### config.mk
export PLATFORM = sky130hd
export DESIGN_NAME = fetch_unit
export DESIGN_NICKNAME = d
export VERILOG_FILES = /design/src/rtl/fetch_unit_pkg.sv /design/src/rtl/fetch_buffer.sv /design/src/rtl/fetch_unit.sv
export SDC_FILE = /design/constraint.sdc
export NUM_CORES = 1
export LEC_CHECK = 0
export ABC_AREA = 1
export CORE_MARGIN = 2
export CORE_UTILIZATION = 52
export CTS_CLUSTER_DIAMETER = 120
export DETAILED_ROUTE_END_ITERATION = 12
export GPL_TIMING_DRIVEN = 0
export PLACE_DENSITY_LB_ADDON = 0.15
export SETUP_SLACK_MARGIN = 0.3
export SLEW_MARGIN = 40
export SYNTH_ARGS = -nofsm -noshare
export SYNTH_HDL_FRONTEND = slang
export SYNTH_SLANG_ARGS = --single-unit
### constraint.sdc
create_clock -name clk -period 5 [get_ports clk]
set_input_delay 1 -clock clk [delete_from_list [all_inputs] [get_ports clk]]
set_output_delay 1 -clock clk [all_outputs]
set_load 0.005 [all_outputs]
### src/rtl/fetch_unit_pkg.sv
// Shared types and constants for the instruction fetch unit.
package fetch_unit_pkg;

   localparam int XLEN_DEFAULT = 32;
   localparam int INST_W       = 32;
   localparam logic [INST_W-1:0] NOP_INST = 32'h0000_0013;

   typedef enum logic [1:0] {
      ST_RUN   = 2'd0,
      ST_WAIT  = 2'd1,
      ST_DROP  = 2'd2,
      ST_FAULT = 2'd3
   } fetch_state_e;

endpackage

### src/rtl/fetch_buffer.sv
// Small power-of-two FIFO holding fetched {pc, instruction} entries, with
// a synchronous flush that empties it in one edge.
module fetch_buffer #(
   parameter int DEPTH = 2,
   parameter int WIDTH = 64
) (
   input  logic             clk,
   input  logic             reset,
   input  logic             flush,
   input  logic             push,
   input  logic [WIDTH-1:0] push_data,
   input  logic             pop,
   output logic [WIDTH-1:0] head_data,
   output logic             empty,
   output logic             full
);

   localparam int PTR_W = (DEPTH > 1) ? $clog2(DEPTH) : 1;

   logic [WIDTH-1:0] entries [DEPTH];
   logic [PTR_W-1:0] rd_ptr;
   logic [PTR_W-1:0] wr_ptr;
   logic [PTR_W:0]   count;
   logic             do_push;
   logic             do_pop;

   assign do_push   = push && !full && !flush;
   assign do_pop    = pop && !empty && !flush;
   assign empty     = (count == '0);
   assign full      = (count == (PTR_W+1)'(DEPTH));
   assign head_data = entries[rd_ptr];

   always_ff @(posedge clk or negedge reset) begin
      if (!reset) begin
         rd_ptr <= '0;
         wr_ptr <= '0;
         count  <= '0;
      end else if (flush) begin
         rd_ptr <= '0;
         wr_ptr <= '0;
         count  <= '0;
      end else begin
         if (do_push) wr_ptr <= wr_ptr + 1'b1;
         if (do_pop)  rd_ptr <= rd_ptr + 1'b1;
         case ({do_push, do_pop})
            2'b10:   count <= count + 1'b1;
            2'b01:   count <= count - 1'b1;
            default: count <= count;
         endcase
      end
   end

   // Storage carries data only; occupancy alone decides what is valid.
   always_ff @(posedge clk) begin
      if (do_push) entries[wr_ptr] <= push_data;
   end

endmodule

### src/rtl/fetch_unit.sv
// Instruction fetch front end: one outstanding memory request, a small
// instruction buffer, redirect/flush handling and misaligned-target faults.
module fetch_unit
   import fetch_unit_pkg::*;
#(
   parameter int              XLEN         = XLEN_DEFAULT,
   parameter logic [XLEN-1:0] RESET_VECTOR = '0,
   parameter int              BUF_DEPTH    = 2
) (
   input  logic              clk,
   input  logic              reset,
   output logic              imem_req_valid,
   input  logic              imem_req_ready,
   output logic [XLEN-1:0]   imem_req_addr,
   input  logic              imem_rsp_valid,
   input  logic [INST_W-1:0] imem_rsp_data,
   input  logic              redirect_valid,
   input  logic [XLEN-1:0]   redirect_pc,
   output logic              inst_valid,
   input  logic              inst_ready,
   output logic [INST_W-1:0] inst_data,
   output logic [XLEN-1:0]   inst_pc,
   output logic              fetch_fault,
   output logic [XLEN-1:0]   fault_pc
);

   localparam int ENTRY_W = XLEN + INST_W;

   fetch_state_e       state, state_nxt;
   logic [XLEN-1:0]    fetch_pc, fetch_pc_nxt;
   logic               fault_nxt;
   logic [XLEN-1:0]    fault_pc_nxt;
   logic               req_fire;
   logic               rsp_pending;
   logic               redirect_aligned;
   logic               buf_push;
   logic               buf_pop;
   logic               buf_empty;
   logic               buf_full;
   logic [ENTRY_W-1:0] buf_head;

   assign req_fire         = imem_req_valid && imem_req_ready;
   assign redirect_aligned = (redirect_pc[1:0] == 2'b00);
   // A response still owed by memory after this edge must be swallowed.
   assign rsp_pending      = ((state == ST_WAIT || state == ST_DROP) && !imem_rsp_valid)
                             || req_fire;

   always_ff @(posedge clk or negedge reset) begin
      if (!reset) begin
         state       <= ST_RUN;
         fetch_pc    <= RESET_VECTOR;
         fetch_fault <= 1'b0;
         fault_pc    <= '0;
      end else begin
         state       <= state_nxt;
         fetch_pc    <= fetch_pc_nxt;
         fetch_fault <= fault_nxt;
         fault_pc    <= fault_pc_nxt;
      end
   end

   always_comb begin
      state_nxt    = state;
      fetch_pc_nxt = fetch_pc;
      fault_nxt    = fetch_fault;
      fault_pc_nxt = fault_pc;
      if (redirect_valid) begin
         if (redirect_aligned) begin
            fetch_pc_nxt = redirect_pc;
            fault_nxt    = 1'b0;
         end else begin
            fault_nxt    = 1'b1;
            fault_pc_nxt = redirect_pc;
         end
         if (rsp_pending)           state_nxt = ST_DROP;
         else if (redirect_aligned) state_nxt = ST_RUN;
         else                       state_nxt = ST_FAULT;
      end else begin
         case (state)
            ST_RUN: begin
               if (req_fire) begin
                  state_nxt    = ST_WAIT;
                  fetch_pc_nxt = fetch_pc + XLEN'(4);
               end
            end
            ST_WAIT:  if (imem_rsp_valid) state_nxt = ST_RUN;
            ST_DROP:  if (imem_rsp_valid) state_nxt = fetch_fault ? ST_FAULT : ST_RUN;
            default:  state_nxt = ST_FAULT;
         endcase
      end
   end

   always_comb begin
      imem_req_valid = reset && (state == ST_RUN) && !buf_full;
      imem_req_addr  = fetch_pc;
      buf_push       = (state == ST_WAIT) && imem_rsp_valid && !redirect_valid;
      inst_valid     = !buf_empty;
      buf_pop        = inst_valid && inst_ready && !redirect_valid;
      inst_data      = buf_empty ? NOP_INST : buf_head[INST_W-1:0];
      inst_pc        = buf_head[ENTRY_W-1:INST_W];
   end

   // fetch_pc has already advanced past the outstanding request.
   fetch_buffer #(
      .DEPTH (BUF_DEPTH),
      .WIDTH (ENTRY_W)
   ) u_buffer (
      .clk       (clk),
      .reset     (reset),
      .flush     (redirect_valid),
      .push      (buf_push),
      .push_data ({fetch_pc - XLEN'(4), imem_rsp_data}),
      .pop       (buf_pop),
      .head_data (buf_head),
      .empty     (buf_empty),
      .full      (buf_full)
   );

endmodule
Word level (Yosys, flattened, before mapping)
Memory sizes are Yosys's and may differ from the RTL's.
Cells that the tools add are included.
- flip-flop bits (word level): 71
- bits in writable memories: 128
- input port bits: 70
- output and inout port bits: 131
- memories: 1
- add/subtract/negate cells: 6
- eq/ne operators: 9
- multiplexer cells: 22
- bitwise logic cells: 1
- reductions and logical operators: 29
- memories (memory ; words ; width ; read ports ; clocked after memory_dff ; write ports ; RTL line ; RTL):
    u_buffer.entries ; 2 ; 64 ; 1 ; 0 ; 1 ; fetch_buffer.sv:20 ; logic [WIDTH-1:0] entries [DEPTH];
- operators by type and width (cell ; count):
    $mux 32 ; 5
    $add 32x3->32 const B ; 1
    $sub 32x3->32 const B ; 1
    $mux 2 ; 8
    $logic_and 1x1->1 ; 12
    $ne 3x3->1 const B ; 3
    $reduce_bool 2->1 ; 4
    $mux 1 ; 7
    $eq 2x2->1 const B ; 3
    $logic_not 2->1 ; 3
    $pmux 2 s3 ; 1
    $reduce_and 3->1 ; 2
    $eq 2x1->1 const B ; 2
    $logic_not 1->1 ; 4
    $pmux 2 s2 ; 1
    $reduce_bool 3->1 ; 1
    $add 1x1->1 const B ; 2
    $add 2x1->2 const B ; 1
    $logic_or 1x1->1 ; 2
    $ne 2x1->1 const B ; 1
    $reduce_and 2->1 ; 1
    $sub 2x1->2 const B ; 1
    $not 1->1 ; 1

Logic depth before layout (Yosys ltp)
- depth after elaboration: 9
- gate-level depth with buffers: 12

Cells and area by module
From an unflattened synthesis, not the netlist that was laid out.
- cell total of the unflattened synthesis: 1100
- area total of the unflattened synthesis: 9718.1 µm²
- by module, submodules not included (module ; times used ; cells each ; area an instance (µm²) ; sequential area each (µm²)):
    fetch_buffer ; 1 ; 377 ; 4929.7 ; 3943.8
    fetch_unit ; 1 ; 723 ; 4788.3 ; 1676.6

Worst setup path after synthesis
OpenSTA, ideal clock, no wires.
- path type: input to register
- start: input port redirect_valid
- end: memory u_buffer.entries[1][0] (enable)
- setup time: 486 ps
- data arrival time: 4323 ps
- path slack: 191 ps
- cell stages on the path: 6
- buffers on the path: 3
- cell sequence: buf_6 > inv_2 > buf_2 > buf_2 > nand2_1 > nor2_1
- longest elaborated chain between the ends: 6
- ends and longest elaborated chain (element ; RTL line ; RTL):
    start, declared ; fetch_unit.sv:17 ; input logic redirect_valid,
    $logic_not 1->1 * ; fetch_buffer.sv:27, fetch_unit.sv:96 ;
    $logic_and 1x1->1 ; fetch_unit.sv:96 ; buf_push = (state == ST_WAIT) && imem_rsp_valid && !redirect_valid;
    $logic_and 1x1->1 ; fetch_buffer.sv:27 ; assign do_push = push && !full && !flush;
    $logic_and 1x1->1 * ; fetch_buffer.sv:27 ;
    $mux 1 * ; fetch_buffer.sv:55 ; if (do_push) entries[wr_ptr] <= push_data;
    $mux 1 (implied by the code) * ; fetch_buffer.sv:55 ;
    end, declared ; fetch_buffer.sv:20 ;
Mark *: on every way between the ends. The rest lies on a longest branch, timed or not.

Final worst setup path
- start: register u_buffer.rd_ptr
- end: output port inst_data[20]
- longest elaborated chain between the ends: 2
- ends and longest elaborated chain (element ; RTL line ; RTL):
    start, declared ; fetch_buffer.sv:21 ; logic [PTR_W-1:0] rd_ptr;
    start signal, assigned ; fetch_buffer.sv:44 ; if (do_pop) rd_ptr <= rd_ptr + 1'b1;
    $mem_v2 2x64 ; n/a ;
    $mux 32 ; fetch_unit.sv:99 ; inst_data = buf_empty ? NOP_INST : buf_head[INST_W-1:0];
    end, declared ; fetch_unit.sv:21 ; output logic [INST_W-1:0] inst_data,
Every way passes these cells.

==> metrics.md <==
| Metric | Value |
|---|---|
| Status | `finished clean` |
| Vias per cell | `5.27` |
| Adder-cell share of the synthesized area | `0.00789` |
| Grt ovf | `0` |
| Unrepaired setup endpoints after global routing | `no` |
| Initial antenna violation count | `0` |
| Setup Fix Bufs, Post-CTS | `0` |
| Share of flip-flops with an asynchronous set or reset | `0.357` |
| Resized Gates After CTS | `0` |
| Chip width | `approximately 140 um` |
| Multiplexer share of the synthesized area | `0` |
| Placer congestion estimate | `0.940` |
| Syn_area_per_cell | `approximately 9 um^2` |
| Cells along the critical path | `clkbuf_1 -> buf_1 -> nand2_1 -> a21oi_1 -> clkdlybuf4s50_1` |
| Rows | `slightly below 50` |
| Post-synth top area share | `0.404` |
| NumNets Final | `about 1.4k` |
| CP Class | `flip-flop to output port` |
| Worst slew pin tran | `slightly above 0.6 ns` |
| Largest family of logic cells by synthesized area | `simple AND/OR/NAND/NOR gates` |
| Final Hold Viols | `0` |
| ANT cells | `0` |
| Share of post-route cells with drive strength above 1 | `0.0780` |
| Clock tree from TritonCTS | `done` |
| Most common cell after layout, fill and taps aside | `nand2_1` |
| Post-Syn Nets | `between 1k and 1.5k` |
| Yosys warns | `0` |
| Htree depth | `4` |
| Final period util | `0.689` |
| Layout area overhead | `32.4%` |
| Clock Skew | `between 0.01 and 0.015 ns` |
| Top-Level Pins | `around 200` |
| Post-synthesis compound-gate area fraction | `0.0681` |
| Largest area contributor in the netlist | `edfxtp_1` |
| Seq cells post-synth | `about 200` |
| TritonCTS buffer count | `17` |
| Die area | `a little under 20000 um^2` |
| Worst skew pair latency | `~0.44 ns` |
| Pin count of the biggest net entering global routing | `38` |
| Number of flops mapped to enable cells by yosys | `around 130` |
| Drt drc | `0` |
| Pleak | `roughly 5.2 nW` |
| Setup WS post-layout | `1.56 ns` |
| CP startpoint kind | `flip-flop` |
| Final setup fails | `0` |
| Antenna-violating nets left | `0` |
| DP Wirelength | `18900 um` |
| CP startpoint | `u_buffer.rd_ptr` |
| Critical path's slowest cell | `clkdlybuf4s50_1` |
| Via count | `8095` |
| Req. time, crit path | `roughly 4.0 ns` |
| Post-Syn Area | `~9500 um^2` |
| Port Buf Inserts | `slightly below 200` |
| DRT iter0 DRCs | `578` |
| Routed wire per std cell | `about 17 um` |
| Fin crit period | `3.44 ns` |
| Slew headroom | `0.588` |
| CTS sink count | `199` |
| DRT Pass-1 Iters | `5` |
| Worst-path clk slew | `0.07 ns` |
| CTS root buf | `clkbuf_16` |
| Peak supply drop | `around 0.30 mV` |
| Ys flop type | `edfxtp_1` |
| CP max stage delay | `approximately 0.52 ns` |
| Power consumption | `between 5 and 6 mW` |
| Initial core utilization | `0.530` |
| Netlist cell types | `33` |
| Vias in the first global route | `around 7.9k` |
| Max-cap check violation count | `0` |
| CTS max path bufs | `2` |
| WP data arrival | `2.44 ns` |
| Critical Path End Type | `output port` |
| Post-Syn Instances | `around 1.1k` |
| PD cells | `around 460 nW/um^2` |
| Max-slew violations | `0` |
| Reg2reg start | `state[1]` |
| Synth Area in XOR/XNOR | `0.0221` |
| Worst min-delay path class | `input pin to async pin` |
| Routed WL | `between 20000 and 30000 um` |
| Peak Freq | `between 200 and 300 MHz` |
| Max FO, Critical Path | `10` |
| DIE HEIGHT | `139 um` |
| Global Route Usage Sum | `0.265` |
| Most frequent cells in the layout | `nand2_1 (401), clkdlybuf4s50_1 (198), edfxtp_1 (128)` |
| Top cells by area, synth | `edfxtp_1 (40%), dfrtp_1 (19%), nand2_1 (16%), nor2_1 (3.8%), inv_1 (3.0%)` |
| Post-synthesis simple-gate area fraction | `0.252` |
| Seq/Total Area, Yosys | `0.591` |
| First-pass GRT wire length | `40400 um` |
| CORE AREA | `about 18000 um^2` |
| Hold buffers post-CTS | `0` |
| Setup slack at placement | `1.63 ns` |
cell type report:
type | instances | area, um^2
inverter | 81 | 304
clock buffer | 17 | 425
buffer | 50 | 260
tap | 229 | 287
timing repair buffer | 207 | 2160
multi-input combinational | 739 | 3340
fill | 1393 | 5370
sequential | 199 | 5620
clock inverter | 15 | 195
sequential cells by signal, summed over array words and instances (netlist names):
register and count:
u_buffer.rd_ptr 1, imem_req_addr 32, state 2, fault_pc 32
u_buffer.wr_ptr 1, u_buffer.entries 128, u_buffer.count 2, fetch_fault 1
where the power goes:
part | total, mW | leakage [nW] | switching (mW) | internal (mW)
combinational | 2.07 | 2.91 | 1.14 | 0.933
sequential | 2.24 | 2.03 | 0.212 | 2.03
clock | 1.44 | 0.296 | 0.641 | 0.800
total | 5.75 | 5.23 | 1.99 | 3.76
path summary, 6_finish.rpt:
check	end	depth (start not counted)	slack [ns]
min reg2reg	fault_pc[18]	2	0.48
max in group asynchronous	fault_pc[3]	2	4.03
min in group clk	fault_pc[18]	2	0.48
min	imem_req_addr[28]	1	0.45
max reg2reg	u_buffer.entries[0][26]	9	2.85
max	inst_data[20]	5	1.56
stage by stage:
step                hold slack [ns]  cells  instance area, um^2  TNS (ns)   util
floorplan                     0.465   1069                 9520         0      -
global placement              0.453   1497                11800     -8.84  0.657
detailed placement            0.462   1505                12000         0  0.666
CTS                           0.461   1537                12600         0  0.701
global route                  0.473   1537                12600         0  0.701
finish                        0.451   1537                12600         0  0.701
per-layer routing:
metal / GRT usage / part of all wire / vias up / wire length, um
met5: 0 / 0 / - / 0
met4: 0.0941 / 0.030 / 0 / 765
met3: 0.0619 / 0.076 / 51 / 1930
met2: 0.435 / 0.47 / 325 / 12000
met1: 0.348 / 0.42 / 3784 / 10700
li1: - / - / 3935 / -
synthesized netlist by cell type, types with 7 or more instances:
cell type,count
nor2_4,7
nor2_2,8
dfrtp_1,71
nor2_1,97
edfxtp_1,128
nand2_2,8
nand3_1,49
buf_2,18
inv_1,76
buf_1,7
o21ai_0,53
clkbuf_1,14
xor2_1,23
o21ai_1,7
buf_4,7
a21oi_1,54
nand4_1,11
nand2_1,401
cells by family after synthesis:
kind of cell               count (synthesis)
and+or+nand+nor                          584
DFF                                      199
buffers and inverters                    131
AOI/OAI and AO/OA                        125
xor gates and xnor gates                  24
adders and majority gates                  6
worst max-delay path, delay by kind of cell (launching register included):
kind | cells | cell delay, ns
AO/OA/AOI/OAI | 1 | 0.19
buffers and inverters | 3 | 1.35
flip-flops | 1 | 0.35
AND/OR/NAND/NOR | 1 | 0.11
Note: power is estimated with default switching activity, not from simulation.
